==> config.mk <==
export PLATFORM = sky130hd
export DESIGN_NAME = seven_seg_scanner_flat
export DESIGN_NICKNAME = d
export VERILOG_FILES = /design/src/rtl/seven_seg_scanner_if.sv /design/src/rtl/seven_seg_scanner.sv /design/src/flat_wrapper.sv
export SDC_FILE = /design/constraint.sdc
export NUM_CORES = 1
export LEC_CHECK = 0
export ABC_CLOCK_PERIOD_IN_PS = 4300
export BUFFER_PORTS_ARGS = -buffer_cell sky130_fd_sc_hd__buf_2
export CAP_MARGIN = 20
export CORE_MARGIN = 2
export CORE_UTILIZATION = 45
export DETAILED_ROUTE_END_ITERATION = 8
export GPL_TIMING_DRIVEN = 0
export PLACE_DENSITY = 0.65
export SLEW_MARGIN = 20
export SYNTH_ARGS = -nofsm -noshare
export SYNTH_HDL_FRONTEND = slang
export SYNTH_SLANG_ARGS = --single-unit
==> constraint.sdc <==
create_clock -name clock -period 4.3 [get_ports clock]
set_input_delay 0.43 -clock clock [delete_from_list [all_inputs] [get_ports clock]]
set_output_delay 0.43 -clock clock [all_outputs]
set_load 0.05 [all_outputs]
==> src/rtl/seven_seg_scanner_if.sv <==
// Request-side bundle for seven_seg_scanner: value/load handshake, busy status and decimal-point mask.
interface seven_seg_scanner_if #(
    parameter int unsigned DIGITS = 8,
    parameter int unsigned BIN_W  = 27
);
    logic [BIN_W-1:0]  value;
    logic              load;
    logic [DIGITS-1:0] dp_mask;
    logic              busy;

    modport master (output value, output load, output dp_mask, input busy);
    modport slave  (input value, input load, input dp_mask, output busy);
endinterface

==> src/rtl/seven_seg_scanner.sv <==
// Multiplexed common-anode seven-segment driver with a sequential double-dabble converter.
// Optional leading-zero blanking is enabled by defining SEVEN_SEG_LZB_EN.
module seven_seg_scanner #(
    parameter int unsigned DIGITS      = 8,
    parameter int unsigned BIN_W       = 27,
    parameter int unsigned REFRESH_DIV = 100000
) (
    input  logic              clock,
    input  logic              reset,
    seven_seg_scanner_if.slave bus,
    output logic [6:0]        cathode,
    output logic              dp,
    output logic [DIGITS-1:0] anode
);
    localparam int unsigned BCD_W = 4 * DIGITS;
    localparam int unsigned CNT_W = $clog2(BIN_W + 1);
    localparam int unsigned IDX_W = (DIGITS > 1) ? $clog2(DIGITS) : 1;
    localparam int unsigned PRE_W = $clog2(REFRESH_DIV);

    function automatic longint unsigned pow10(input int unsigned n);
        longint unsigned p;
        p = 64'd1;
        for (int unsigned k = 0; k < n; k++) p = p * 64'd10;
        return p;
    endfunction

    localparam longint unsigned MAX_DEC = pow10(DIGITS) - 64'd1;

    function automatic logic [6:0] seg_decode(input logic [3:0] nib);
        logic [6:0] s;
        case (nib)
            4'd0:    s = 7'b1000000;
            4'd1:    s = 7'b1111001;
            4'd2:    s = 7'b0100100;
            4'd3:    s = 7'b0110000;
            4'd4:    s = 7'b0011001;
            4'd5:    s = 7'b0010010;
            4'd6:    s = 7'b0000010;
            4'd7:    s = 7'b1111000;
            4'd8:    s = 7'b0000000;
            4'd9:    s = 7'b0010000;
            default: s = 7'b1111111;
        endcase
        return s;
    endfunction

    typedef enum logic [1:0] {IDLE, SHIFT, COMMIT} state_t;

    state_t            state;
    logic [BIN_W-1:0]  bin_sr;
    logic [BCD_W-1:0]  bcd;
    logic [BCD_W-1:0]  bcd_adj;
    logic [CNT_W-1:0]  iter;
    logic              ovf_cap;
    logic              ovf;
    logic              busy_q;
    logic [BCD_W-1:0]  disp;

    logic [PRE_W-1:0]  presc;
    logic [IDX_W-1:0]  idx;
    logic              tick_c;
    logic [3:0]        nib_sel;
    logic [DIGITS-1:0] blank;

    // Double-dabble correction: add 3 to every nibble >= 5 before the shift.
    always_comb begin
        bcd_adj = bcd;
        for (int i = 0; i < int'(DIGITS); i++) begin
            if (bcd[4*i +: 4] >= 4'd5) bcd_adj[4*i +: 4] = bcd[4*i +: 4] + 4'd3;
        end
    end

    always_ff @(posedge clock or posedge reset) begin
        if (reset) begin
            state   <= IDLE;
            bin_sr  <= '0;
            bcd     <= '0;
            iter    <= '0;
            ovf_cap <= 1'b0;
            ovf     <= 1'b0;
            busy_q  <= 1'b0;
            disp    <= '0;
        end else begin
            case (state)
                IDLE: begin
                    if (bus.load) begin
                        bin_sr  <= bus.value;
                        bcd     <= '0;
                        iter    <= CNT_W'(BIN_W);
                        ovf_cap <= (64'(bus.value) > MAX_DEC);
                        busy_q  <= 1'b1;
                        state   <= SHIFT;
                    end
                end
                SHIFT: begin
                    // Bits pushed beyond the top nibble fall off; overflow is flagged separately.
                    bcd    <= {bcd_adj[BCD_W-2:0], bin_sr[BIN_W-1]};
                    bin_sr <= bin_sr << 1;
                    iter   <= iter - CNT_W'(1);
                    if (iter == CNT_W'(1)) state <= COMMIT;
                end
                COMMIT: begin
                    disp   <= bcd;
                    ovf    <= ovf_cap;
                    busy_q <= 1'b0;
                    state  <= IDLE;
                end
                default: state <= IDLE;
            endcase
        end
    end

    assign bus.busy = busy_q;

`ifdef SEVEN_SEG_LZB_EN
    logic lzb_seen;

    // Blank digits above the most significant nonzero one; digit 0 always shows.
    always_comb begin
        blank    = '0;
        lzb_seen = 1'b0;
        for (int i = int'(DIGITS) - 1; i >= 1; i--) begin
            if (disp[4*i +: 4] != 4'd0) lzb_seen = 1'b1;
            blank[i] = !lzb_seen && !ovf;
        end
    end
`else
    assign blank = '0;
`endif

    assign tick_c  = (presc == PRE_W'(REFRESH_DIV - 1));
    assign nib_sel = disp[{idx, 2'b00} +: 4];

    // Digit scan: outputs only move on refresh ticks.
    always_ff @(posedge clock or posedge reset) begin
        if (reset) begin
            presc   <= '0;
            idx     <= '0;
            anode   <= '1;
            cathode <= 7'b1111111;
            dp      <= 1'b1;
        end else if (tick_c) begin
            presc   <= '0;
            anode   <= ~(DIGITS'(1) << idx);
            dp      <= ~bus.dp_mask[idx];
            if (ovf)             cathode <= 7'b0111111;
            else if (blank[idx]) cathode <= 7'b1111111;
            else                 cathode <= seg_decode(nib_sel);
            idx     <= (idx == IDX_W'(DIGITS - 1)) ? '0 : idx + IDX_W'(1);
        end else begin
            presc <= presc + PRE_W'(1);
        end
    end
endmodule

==> src/flat_wrapper.sv <==
// flat-port wrapper written by rule: the top's interface ports become plain ports
module seven_seg_scanner_flat 
#(
    parameter int unsigned DIGITS      = 8,
    parameter int unsigned BIN_W       = 27,
    parameter int unsigned REFRESH_DIV = 100000
)
  (clock, reset, cathode, dp, anode, bus_value, bus_load, bus_dp_mask, bus_busy);
  seven_seg_scanner_if #(.DIGITS(DIGITS), .BIN_W(BIN_W)) bus_i ();
  input  logic clock;
  input  logic reset;
  output logic [6:0] cathode;
  output logic dp;
  output logic [DIGITS-1:0] anode;
  input wire logic [$bits(bus_i.value)-1:0] bus_value;
  input wire logic [$bits(bus_i.load)-1:0] bus_load;
  input wire logic [$bits(bus_i.dp_mask)-1:0] bus_dp_mask;
  output wire logic [$bits(bus_i.busy)-1:0] bus_busy;
  assign bus_i.value = bus_value;
  assign bus_i.load = bus_load;
  assign bus_i.dp_mask = bus_dp_mask;
  assign bus_busy = bus_i.busy;
  seven_seg_scanner #(.DIGITS(DIGITS), .BIN_W(BIN_W), .REFRESH_DIV(REFRESH_DIV)) u_core (.clock(clock), .reset(reset), .bus(bus_i), .cathode(cathode), .dp(dp), .anode(anode));
endmodule
=== After elaboration in Yosys (flattened, before gate mapping) ===
Memory sizes are Yosys's and may differ from the RTL's.
Cells that the tools add are included.

* Bits in read-only memories: 120
* RAM bits: 0
* Output and inout bits: 17
* Memories: 2
* Flip-flop bits (word level): 137
* Latch bits: 0
* Input bits: 38
* Word-level logic and storage cells: 80

{| class="wikitable"
|+ Memory list
! memory !! depth !! width !! read ports !! clocked after Yosys merged registers in !! wr ports !! RTL line !! RTL
|-
| (name not given) || 16 || 7 || 1 || 0 || 0 || seven_seg_scanner.sv:31 || <nowiki>case (nib)</nowiki>
|-
| (name not given) || 8 || 1 || 1 || 0 || 0 || seven_seg_scanner.sv:147 || <nowiki>else if (blank[idx]) cathode <= 7'b1111111;</nowiki>
|}

* Equal/unequal tests: 7
* $lt $le $gt $ge: 10
* Div/mod/pow operators: 0
* $mul: 0
* Muxes and demuxes: 26
* Shift operators: 2
* Reductions and logical operators: 7
* Add/sub/neg operators: 11
* Bitwise gates (word level): 2

{| class="wikitable"
|+ Operator list
! cell !! number
|-
| $pmux 32 s2 || 1
|-
| $pmux 27 s2 || 1
|-
| $ge 4x3->1 const B || 8
|-
| $mux 32 || 1
|-
| $shiftx 32x6->4 || 1
|-
| $add 4x2->4 const B || 7
|-
| $mux 4 || 7
|-
| $gt 27x27->1 const B || 1
|-
| $mux 27 || 1
|-
| $add 17x1->17 const B || 1
|-
| $eq 17x17->1 const B || 1
|-
| $mux 17 || 1
|-
| $mux 7 || 2
|-
| $pmux 5 s2 || 1
|-
| $not 8->8 || 1
|-
| $reduce_and 2->1 || 4
|-
| $shl 1x3->8 const A || 1
|-
| $mux 3 || 2
|-
| $eq 5x1->1 const B || 1
|-
| $mux 5 || 1
|-
| $sub 5x1->5 const B || 1
|-
| $lt 3x4->1 const B || 1
|-
| $mux 2 || 2
|-
| $pmux 2 s2 || 1
|-
| other kinds (13) || 16
|}

=== Depth between registers and ports, before layout ===
* Depth after elaboration: 4
* Depth in mapped cells: 8
* Depth with buffers taken out: 7

=== Least setup slack after synthesis ===
No wires, ideal clock.

* Path kind: reg2reg
* Start point: register u_core.idx[0]
* End point: register u_core.cathode[0]
* Arrival time: 2.139 ns
* Setup slack: 2.074 ns
* Data required time: 4.213 ns
* Period minus slack after synthesis: 2.226 ns
* Library setup time: 0.087 ns
* Path buffers: 1
* Cell stages (with the launch flop): 9
* Cell sequence: dfrtp_1 -> buf_6 -> mux4_2 -> mux2i_1 -> inv_1 -> ha_1 -> mux2_2 -> nor2_2 -> o31ai_1

* Cells in the longest elaborated chain, start to end: 4
* Elaborated cells on any way between the ends: 6

{| class="wikitable"
|+ Ends and longest elaborated chain
! item !! RTL line !! RTL
|-
| start, declared || seven_seg_scanner.sv:60 || <nowiki>logic [IDX_W-1:0] idx;</nowiki>
|-
| start signal, assigned || seven_seg_scanner.sv:149 || <nowiki>idx <= (idx == IDX_W'(DIGITS - 1)) ? '0 : idx + IDX_W'(1);</nowiki>
|-
| $shiftx 32x6->4 / $mem_v2 8x1 (equally long branches) || -- ||
|-
| $mem_v2 16x7 / $mux 1 (equally long branches) || -- ||
|-
| $mux 7 (*) || seven_seg_scanner.sv:147 ||
|-
| $mux 7 (*) || seven_seg_scanner.sv:146 || <nowiki>if (ovf) cathode <= 7'b0111111;</nowiki>
|-
| end signal, assigned || seven_seg_scanner.sv:148 || <nowiki>else cathode <= seg_decode(nib_sel);</nowiki>
|-
| end, declared || seven_seg_scanner.sv:11 || <nowiki>output logic [6:0] cathode,</nowiki>
|}

Every way passes the cells marked *; elsewhere a longest branch is shown, timed or not. The select of a mux whose other input is x is not followed.
A chain may end at the register's enable or synchronous reset.

=== Final worst setup path ===
* Start point: register u_core.idx[0]
* End point: register u_core.cathode[3]

Same word-level chain as after synthesis.

==> flow_summary.yaml <==
run_status:
  outcome: "completed"
finish:
  syn_to_final_growth_pct: 16.19
  instances_no_fill: 930
  antenna_cells: 0
  final_nets: 798
  final_layout_size_suffix_gt1_frac: 0.1873
  final_area_um2: 7983
critical_path:
  max_stage_delay_ns: 0.54
  required_ns: 4.63
  slowest_stage: "mux4_2"
  path_max_fanout: 10
  cp.arrival_ns: 2.84
  path_class: "reg2reg"
  path_buf_inv: 2
  critPathCaptureType: "flip-flop"
  path_cells: "buf_6 > mux4_2 > mux2i_1 > inv_1 > ha_1 > mux2_2 > nor2_2 > o31ai_1"
  crit_family: "multiplexers"
  startpoint_type: "flip-flop"
pwr:
  p_leak_nw: 3.553
  powerDensity_nw_per_um2: 600.2
  ir_drop_v: 0.0003352
hold_path:
  min_path_type: "in2reg"
timing:
  worst_slack_ns: 1.791
  relSlewSlack: 0.4340
  post-route-period-util: 0.5836
  hold_viol: 0
  fin_tns_setup_ns: 0
  clock.fmax_ghz: 0.3985
  period_needed_ns: 2.509
  rsz0062_at_grt: "false"
  tightest_slew_ns: 0.8467
  finalMaxSlewViolations: 0
  clock_skew_ns: 0.008725
  hold_slack_ns: 0.2445
  setup_viol: 0
yosys:
  synth_ff_type: "dfrtp_1"
  ys_seq_area_frac: 0.5019
  synth_nets: 724
  yosysUniqueCellTypes: 51
  syn-mean-instance-area_um2: 10.49
  yosys.cell_count.top_type: "dfrtp_1"
  synth.yosys.warnings: 0
  ys_ff_latch: 137
  synthArstFlopShare: 1.000
  yosys-top-cells-count: "121 x dfrtp_1, 59 x a21oi_1, 54 x o21ai_1"
  synth_cells: 655
  yosysTopAreaCellShare: 0.4407
  yosys-top-cells-area: "dfrtp_1 44%, dfstp_2 6.1%, ha_1 5.6%, a21oi_1 4.3%, o21ai_1 3.9%"
  synth_area_leader_cell: "dfrtp_1"
  synth-edff-count: 0
  syn_area_um2: 6870
clock_network:
  clock-sinks: 137
  numCtsBuffers: 17
  clkLatencyLatePin_ns: 0.42
  cts_max_level: 4
  clock_path_buffers: 2
  path_clk_slew_ns: 0.05
  clock-root-buffer: "clkbuf_16"
  cts_tree: "done"
  cts_resized: 0
flow_run:
  maxCapViolations: 0
detailed_routing:
  drcViolationCount: 0
  detail-route-antenna-nets: 0
  vias_per_cell: 5.534
  drt-pass1-iter-count: 4
  vias: 5147
  wl_per_cell_um: 16.73
  drt_iter0_markers: 266
  drt_wl_total_um: 15560
floorplanning:
  die_width_um: 127.6
  num_rows: 45
  coreArea_um2: 15030
  dieHeight_um: 127.6
  pin_count: 55
  initial_core_util: 0.4570
  dieArea_um2: 16270
global_routing:
  track_usage: 0.2060
  grt_pass1_wl_um: 26230
  grt_max_degree: 95
  grt_pass1_vias: 5237
  grt_overflow: 0
  antenna_found_initial: 0
placement:
  dpl.cell_count: 897
  hpwl_um: 11100
  place_area_um2: 7406
  io_buffers: 53
  gp_congestion: 0.8365
  dp_slack_ns: 1.748
==> path summary, 6_finish.rpt <==
check / start / end / slack [ns] / cells past startpoint
max: u_core.idx[0]$_DFFE_PP0N_ / u_core.cathode[3]$_DFFE_PP1N_ / 1.79 / 8
min: bus_value[0] / u_core.bin_sr[0]$_DFFE_PP0P_ / 0.24 / 2
max reg2reg: u_core.idx[0]$_DFFE_PP0N_ / u_core.cathode[3]$_DFFE_PP1N_ / 1.79 / 8
min reg2reg: u_core.anode[7]$_DFFE_PP1N_ / u_core.anode[7]$_DFFE_PP1N_ / 0.46 / 2
max in group asynchronous: reset / u_core.anode[1]$_DFFE_PP1N_ / 2.98 / 4
min in group asynchronous: reset / u_core.bin_sr[2]$_DFFE_PP0P_ / 0.54 / 3
==> cell families after synthesis <==
family	count (synthesis)	share of synthesized area
AO/OA/AOI/OAI	200	0.1728
AND/OR/NAND/NOR	169	0.1293
flip-flops	137	0.5019
buffers and inverters	60	0.03424
multiplexers	34	0.07467
adder cells (fa/ha/maj)	31	0.05646
XOR/XNOR	24	0.03060
==> metrics by stage <==
stage               utilization  power [W]
floorplan                     -   0.002960
detailed placement       0.4926   0.003397
finish                   0.5310   0.004791
global placement         0.4903   0.003303
CTS                      0.5310   0.004831
global route             0.5310   0.005131
==> worst reg2reg max path, stage by stage, from the launching register on <==
cell and delay, ns:
dfrtp_1 0.50, buf_6 0.23, mux4_2 0.54, mux2i_1 0.35
inv_1 0.15, ha_1 0.20, mux2_2 0.27, nor2_2 0.11
o31ai_1 0.09
==> sequential cells by signal, summed over array words and instances (netlist names), 3 cells and up <==
register,count
u_core.cathode,7
u_core.bin_sr,27
u_core.bcd,32
u_core.idx,3
u_core.presc,17
u_core.anode,8
u_core.iter,5
u_core.disp,32
==> power breakdown <==
part / leakage [nW] / internal, W / switching [W]
registers: 1.75 / 0.00161 / 0.000268
logic: 1.53 / 0.000623 / 0.000883
clock network: 0.274 / 0.000880 / 0.000528
==> repair_timing <==
action	4_1_cts	5_1_grt
hold buffers	1	0
buffers inserted	0	0
hold endpoints to repair	27	0
==> per-layer routing <==
| layer | share of wire | up-vias | wire length (µm) | GRT usage |
|---|---|---|---|---|
| met5 | 0 | - | 0 | 0 |
| met4 | 0.017 | 0 | 257 | 0.06787 |
| met3 | 0.038 | 19 | 586 | 0.05570 |
| met2 | 0.51 | 112 | 7945 | 0.3504 |
| met1 | 0.44 | 2513 | 6769 | 0.2556 |
| li1 | - | 2503 | - | - |
==> cell usage in the layout, fill, tap and decap left out, types with 7 or more instances in the layout <==
cell and count:
clkbuf_1 32, mux2_2 20, clkbuf_16 17, a21oi_1 59
nor2_1 34, dfstp_2 16, mux4_2 10, nand2_1 46
dfrtp_1 121, o31ai_1 11, o22ai_1 12, nand3_1 8
o21ai_0 17, buf_2 55, nor3_1 7, nand2b_1 12
a32o_1 8, ha_1 31, xnor2_1 14, a22oi_1 23
a31oi_1 7, xor2_1 10, nor2b_1 26, o21ai_1 54
inv_1 24
==> final cells by class <==
cell class	count	area (µm²)
Fill cell	1327	7051
Clock inverter	8	95.09
Inverter	26	105.1
Timing Repair Buffer	55	302.8
Multi-Input combinational cell	458	3187
Sequential cell	137	3448
Tap cell	188	235.2
Clock buffer	24	471.7
Buffer	34	137.6
Power figures use the tool's default switching activity.
